**config.mk**
```make
export PLATFORM = sky130hd
export DESIGN_NAME = axil_wb_master_bridge
export DESIGN_NICKNAME = d
export VERILOG_FILES = /design/src/rtl/axil_wb_master_bridge.sv
export SDC_FILE = /design/constraint.sdc
export NUM_CORES = 1
export LEC_CHECK = 0
export BUFFER_PORTS_ARGS = -buffer_cell sky130_fd_sc_hd__buf_2
export CORE_MARGIN = 1.5
export CORE_UTILIZATION = 35
export CTS_CLUSTER_DIAMETER = 50
export CTS_CLUSTER_SIZE = 12
export DETAILED_ROUTE_END_ITERATION = 7
export REMOVE_ABC_BUFFERS = 1
export SLEW_MARGIN = 0
export SYNTH_ARGS = -nofsm -noshare
export SYNTH_HDL_FRONTEND = slang
export SYNTH_SLANG_ARGS = --single-unit
```
**constraint.sdc**
```tcl
create_clock -name axis_clk -period 6.4 [get_ports axis_clk]
set_input_delay 0.64 -clock axis_clk [delete_from_list [all_inputs] [get_ports axis_clk]]
set_output_delay 0.64 -clock axis_clk [all_outputs]
set_load 0.03 [all_outputs]
```
**src/rtl/axil_wb_master_bridge.sv**
```systemverilog
// AXI-Lite slave to Wishbone classic master bridge.
// Each AXI-Lite write or read becomes exactly one Wishbone cycle, and only one
// transaction is in flight at a time. A stalled Wishbone slave is cut off
// after TIMEOUT strobe cycles, and the AXI side then gets SLVERR.
//
// state      | meaning
// -----------+-----------------------------------------------------------
// IDLE       | nothing captured; accepts AW/W, or AR if no write is offered
// WR_COLLECT | one of AW/W captured, waiting for the other
// WB_WR      | Wishbone write cycle active (cyc/stb/we)
// WR_RESP    | bvalid held until bready
// WB_RD      | Wishbone read cycle active (cyc/stb)
// RD_RESP    | rvalid/rdata held until rready
module axil_wb_master_bridge #(
  parameter int ADDR_WIDTH = 32,
  parameter int DATA_WIDTH = 32,
  parameter int TIMEOUT    = 255
) (
  input  logic                      axis_clk,
  input  logic                      axis_rst_n,
  input  logic                      awvalid,
  output logic                      awready,
  input  logic [ADDR_WIDTH-1:0]     awaddr,
  input  logic                      wvalid,
  output logic                      wready,
  input  logic [DATA_WIDTH-1:0]     wdata,
  input  logic [DATA_WIDTH/8-1:0]   wstrb,
  output logic                      bvalid,
  input  logic                      bready,
  output logic [1:0]                bresp,
  input  logic                      arvalid,
  output logic                      arready,
  input  logic [ADDR_WIDTH-1:0]     araddr,
  output logic                      rvalid,
  input  logic                      rready,
  output logic [DATA_WIDTH-1:0]     rdata,
  output logic [1:0]                rresp,
  output logic                      wbm_cyc_o,
  output logic                      wbm_stb_o,
  output logic                      wbm_we_o,
  output logic [DATA_WIDTH/8-1:0]   wbm_sel_o,
  output logic [ADDR_WIDTH-1:0]     wbm_adr_o,
  output logic [DATA_WIDTH-1:0]     wbm_dat_o,
  input  logic [DATA_WIDTH-1:0]     wbm_dat_i,
  input  logic                      wbm_ack_i
);

  typedef enum logic [2:0] {
    IDLE, WR_COLLECT, WB_WR, WR_RESP, WB_RD, RD_RESP
  } state_t;

  // Last count value before abort: STB is high for exactly TIMEOUT cycles.
  localparam logic [15:0] TMO_LAST = 16'(TIMEOUT - 1);

  state_t                    state, state_nxt;
  logic                      active;
  logic                      aw_got, w_got, aw_got_nxt, w_got_nxt;
  logic [ADDR_WIDTH-1:0]     addr_q;
  logic [DATA_WIDTH-1:0]     wdata_q;
  logic [DATA_WIDTH/8-1:0]   wstrb_q;
  logic [15:0]               tmo_cnt;
  logic                      resp_err;
  logic [DATA_WIDTH-1:0]     rdata_q;
  logic                      in_collect, in_wb, tmo_hit;
  logic                      aw_hs, w_hs, ar_hs;

  // Readies stay low during reset and until the first edge after release.
  assign in_collect = active && (state == IDLE || state == WR_COLLECT);
  assign awready    = in_collect && !aw_got;
  assign wready     = in_collect && !w_got;
  assign arready    = active && (state == IDLE) && !awvalid && !wvalid;
  assign aw_hs      = awvalid && awready;
  assign w_hs       = wvalid && wready;
  assign ar_hs      = arvalid && arready;
  assign in_wb      = (state == WB_WR) || (state == WB_RD);
  assign tmo_hit    = in_wb && !wbm_ack_i && (tmo_cnt == TMO_LAST);

  // State register.
  always_ff @(posedge axis_clk or negedge axis_rst_n) begin
    if (!axis_rst_n) state <= IDLE;
    else             state <= state_nxt;
  end

  // Next-state decode plus Wishbone and AXI response outputs.
  always_comb begin
    state_nxt  = state;
    aw_got_nxt = aw_got | aw_hs;
    w_got_nxt  = w_got | w_hs;
    wbm_cyc_o  = 1'b0;
    wbm_stb_o  = 1'b0;
    wbm_we_o   = 1'b0;
    wbm_sel_o  = '0;
    wbm_adr_o  = '0;
    wbm_dat_o  = '0;
    bvalid     = 1'b0;
    bresp      = 2'b00;
    rvalid     = 1'b0;
    rresp      = 2'b00;
    rdata      = '0;
    case (state)
      IDLE, WR_COLLECT: begin
        if (aw_got_nxt && w_got_nxt) begin
          state_nxt  = WB_WR;
          aw_got_nxt = 1'b0;
          w_got_nxt  = 1'b0;
        end else if (aw_got_nxt || w_got_nxt) begin
          state_nxt = WR_COLLECT;
        end else if (ar_hs) begin
          state_nxt = WB_RD;
        end
      end
      WB_WR: begin
        wbm_cyc_o = 1'b1;
        wbm_stb_o = 1'b1;
        wbm_we_o  = 1'b1;
        wbm_sel_o = wstrb_q;
        wbm_adr_o = addr_q;
        wbm_dat_o = wdata_q;
        if (wbm_ack_i || tmo_hit) state_nxt = WR_RESP;
      end
      WB_RD: begin
        wbm_cyc_o = 1'b1;
        wbm_stb_o = 1'b1;
        wbm_sel_o = '1;
        wbm_adr_o = addr_q;
        if (wbm_ack_i || tmo_hit) state_nxt = RD_RESP;
      end
      WR_RESP: begin
        bvalid = 1'b1;
        bresp  = {resp_err, 1'b0};
        if (bready) state_nxt = IDLE;
      end
      RD_RESP: begin
        rvalid = 1'b1;
        rresp  = {resp_err, 1'b0};
        rdata  = rdata_q;
        if (rready) state_nxt = IDLE;
      end
      default: state_nxt = IDLE;
    endcase
  end

  // Capture registers, timeout counter and response status.
  always_ff @(posedge axis_clk or negedge axis_rst_n) begin
    if (!axis_rst_n) begin
      active   <= 1'b0;
      aw_got   <= 1'b0;
      w_got    <= 1'b0;
      addr_q   <= '0;
      wdata_q  <= '0;
      wstrb_q  <= '0;
      tmo_cnt  <= '0;
      resp_err <= 1'b0;
      rdata_q  <= '0;
    end else begin
      active <= 1'b1;
      aw_got <= aw_got_nxt;
      w_got  <= w_got_nxt;
      if (aw_hs)      addr_q <= awaddr;
      else if (ar_hs) addr_q <= araddr;
      if (w_hs) begin
        wdata_q <= wdata;
        wstrb_q <= wstrb;
      end
      // Counter is zero whenever no cycle is active, so it starts clean.
      if (in_wb && !wbm_ack_i) tmo_cnt <= tmo_cnt + 16'd1;
      else                     tmo_cnt <= '0;
      if (in_wb) begin
        if (wbm_ack_i) begin
          resp_err <= 1'b0;
          if (state == WB_RD) rdata_q <= wbm_dat_i;
        end else if (tmo_hit) begin
          resp_err <= 1'b1;
          rdata_q  <= '0;
        end
      end
    end
  end

endmodule

```
==> out/qor.txt <==
Worst-Skew Late Latency - 0.41 ns
aggregate global routing overflow - 0
Multi-input gate area - 2908 sq um
I/O Pins - 252
Vias/cell - 4.813
Period minus WS final - 3.123 ns
post-route cell area - 8295 sq um
CP Depth - 4
Worst setup SP type - flip-flop
Final Slew Violations - 0
Top delay family on crit path - buffers and inverters
commonest non-fill, non-tap cell in the layout - buf_2
register bit total from synthesis - 123
R2R cell count - 4
Worst Setup Path Type - reg -> out
CP startpoint - state[0]
slowest library cell on the worst path - buf_4
FILL cells - 1748
die width - 138.0 microns
number of remaining DRC errors - 0
max cap viols - 0
sequential cell area - 3078 sq um
leakage power - 4.294 nW
CTS Buffer Depth - 2
hold buffers post-CTS - 0
PD cells - 438.5 nW/um^2
GPL Wtd Cong - 0.7676
first drt pass iteration count - 4
port bufs - 249
CTS tree - built
Arr. time, crit path - 2.48 ns
CORE AREA - 17900 sq um
Post-DRT Antenna Nets - 0
antenna violations before repair - 0
commonest cells after routing, fill and taps aside - buf_2, dfrtp_1, mux2_2
CTS clk-pin slew, worst paths - 0.05 ns
Hold/Removal Path Class - in -> async
initial core utilization - 35.64%
WP buf/inv - 3
H-tree levels - 4
FF-to-FF Start - state[0]
Mapped Avg Cell Area - 11.02 sq um
Row Count - 49
cells along the critical path - inv_2 -> buf_4 -> and3_1 -> buf_2
post-CTS sizing - 0
Vias - 5063
Tcrit/Tclk final - 48.80%
largest net degree at the start of global routing - 76
Synth warnings - 0
slowest stage delay, CP - 0.56 ns
layout cells sized above 1 - 48.36%
vias in the first global route - 5137
GRT Overall Usage - 16.48%
post-synthesis sequential area ratio - 48.24%
first-pass GRT wire length - 25800 microns
final setup violating endpoints - 0
Die Height - 138.0 microns
Cell Area, Placed - 7724 sq um
WL per Instance - 14.96 microns
number of flops mapped to enable cells by yosys - 0
Setup Buffers After CTS - 0
Slew @ Worst Pin - 1.115 ns
area delta synth->final - 30.03%
Syn Inst Count - 579
TritonCTS buffer count - 17
die area - 19050 sq um
ANT cells - 0
Async SR Flop Fraction - 100.0%
TNS Setup - 0 ns
Synth Cell Area - 6380 sq um
CP Max Fanout - 52
Nets - 956
Worst setup EP type - output pin
RSZ-0062 raised after global routing - no
status - complete, no violations
VDD IR-drop max - 0.2191 mV
CP Data Required Time - 5.76 ns
ys flop type - dfrtp_1
clk root buf - clkbuf_16
Detailed Place HPWL - 10800 microns
clk sink count - 123
Final Hold Viols - 0
final wirelength - 15740 microns
drt initial violations - 133
FMAX - 320.2 MHz
Setup Skew - 0.009030 ns
Slew HR - 25.68%
Util after Layout - 46.34%
Synth cell types - 44
cell usage after synthesis, drive strengths merged, types with 3 or more instances:
cell      n  share of area, %
nand3     5              0.39
a21oi    12              0.94
xor2      7              0.96
nor3     35               2.7
o21ai     4              0.31
nor4      3              0.53
buf      19               2.5
and3     65               6.4
xnor2     5              0.69
dfrtp   123                48
mux2    102                18
or3       3              0.29
mux2i    33               5.2
ha        6               1.2
nor2     18               1.1
nor4b     3              0.88
clkbuf   26               1.5
nand4     7              0.69
inv      40               2.4
nand2    42               2.5
registers in the layout, indices dropped and copies added (netlist names):
register,cells
active,1
w_got,1
state,3
resp_err,1
wstrb_q,4
wdata_q,32
tmo_cnt,16
aw_got,1
rdata_q,32
addr_q,32
cells by family after synthesis:
logic type	synth area share, %
compound gates	2.334
xor+xnor	1.647
fa+ha+maj	1.177
buf+inv	6.393
flops	48.24
mux	23.18
other cells	0.1177
simple gates	16.91
routing by layer:
metal  track usage, %  share of wire, %
met5                0                 0
met4            4.986              0.95
met3            5.196               6.7
met2            27.28                48
met1            20.63                44
stage by stage:
| step | power [mW] | std cells | hold slack, ns | setup slack (ns) |
|---|---|---|---|---|
| 3_3_place_gp | 2.712 | 1020 | 0.4790 | 3.317 |
| 5_1_grt | 3.872 | 1052 | 0.2839 | 3.070 |
| 3_5_place_dp | 2.739 | 1020 | 0.4873 | 3.326 |
| 6_report | 3.638 | 1052 | 0.2462 | 3.277 |
| 4_1_cts | 3.691 | 1052 | 0.2523 | 3.207 |
| 2_1_floorplan | 2.281 | 535 | 0.3444 | 3.107 |
worst paths after layout:
check / to / slack [ns]
setup / recovery: wbm_adr_o[23] / 3.28
hold / removal: wdata_q[7] / 0.25
setup reg to reg: rdata_q[6] / 3.32
hold reg to reg: addr_q[15] / 0.50
max in group asynchronous: tmo_cnt[8] / 4.77
min in group axis_clk: wdata_q[11] / 0.46
worst register-to-register path, delay by kind of cell, from the launching register on:
family | cells | cell delay [ns]
buf+inv | 2 | 1.16
mux | 1 | 0.31
compound gates | 1 | 1.06
flops | 1 | 0.48
layout make-up:
type | instances | area share, %
clock buffers | 21 | 5.430
clock inverters | 11 | 1.463
inverters | 40 | 1.810
multi-input cells | 372 | 35.05
flip-flops and latches | 123 | 37.10
well taps | 229 | 3.454
repair buffers | 256 | 15.69
power by group:
group | total, mW | internal (mW) | switching, mW
clock network | 0.928 | 0.582 | 0.347
logic | 1.45 | 0.565 | 0.885
registers | 1.26 | 1.11 | 0.150
No activity file was read; power rests on OpenSTA's default activity.
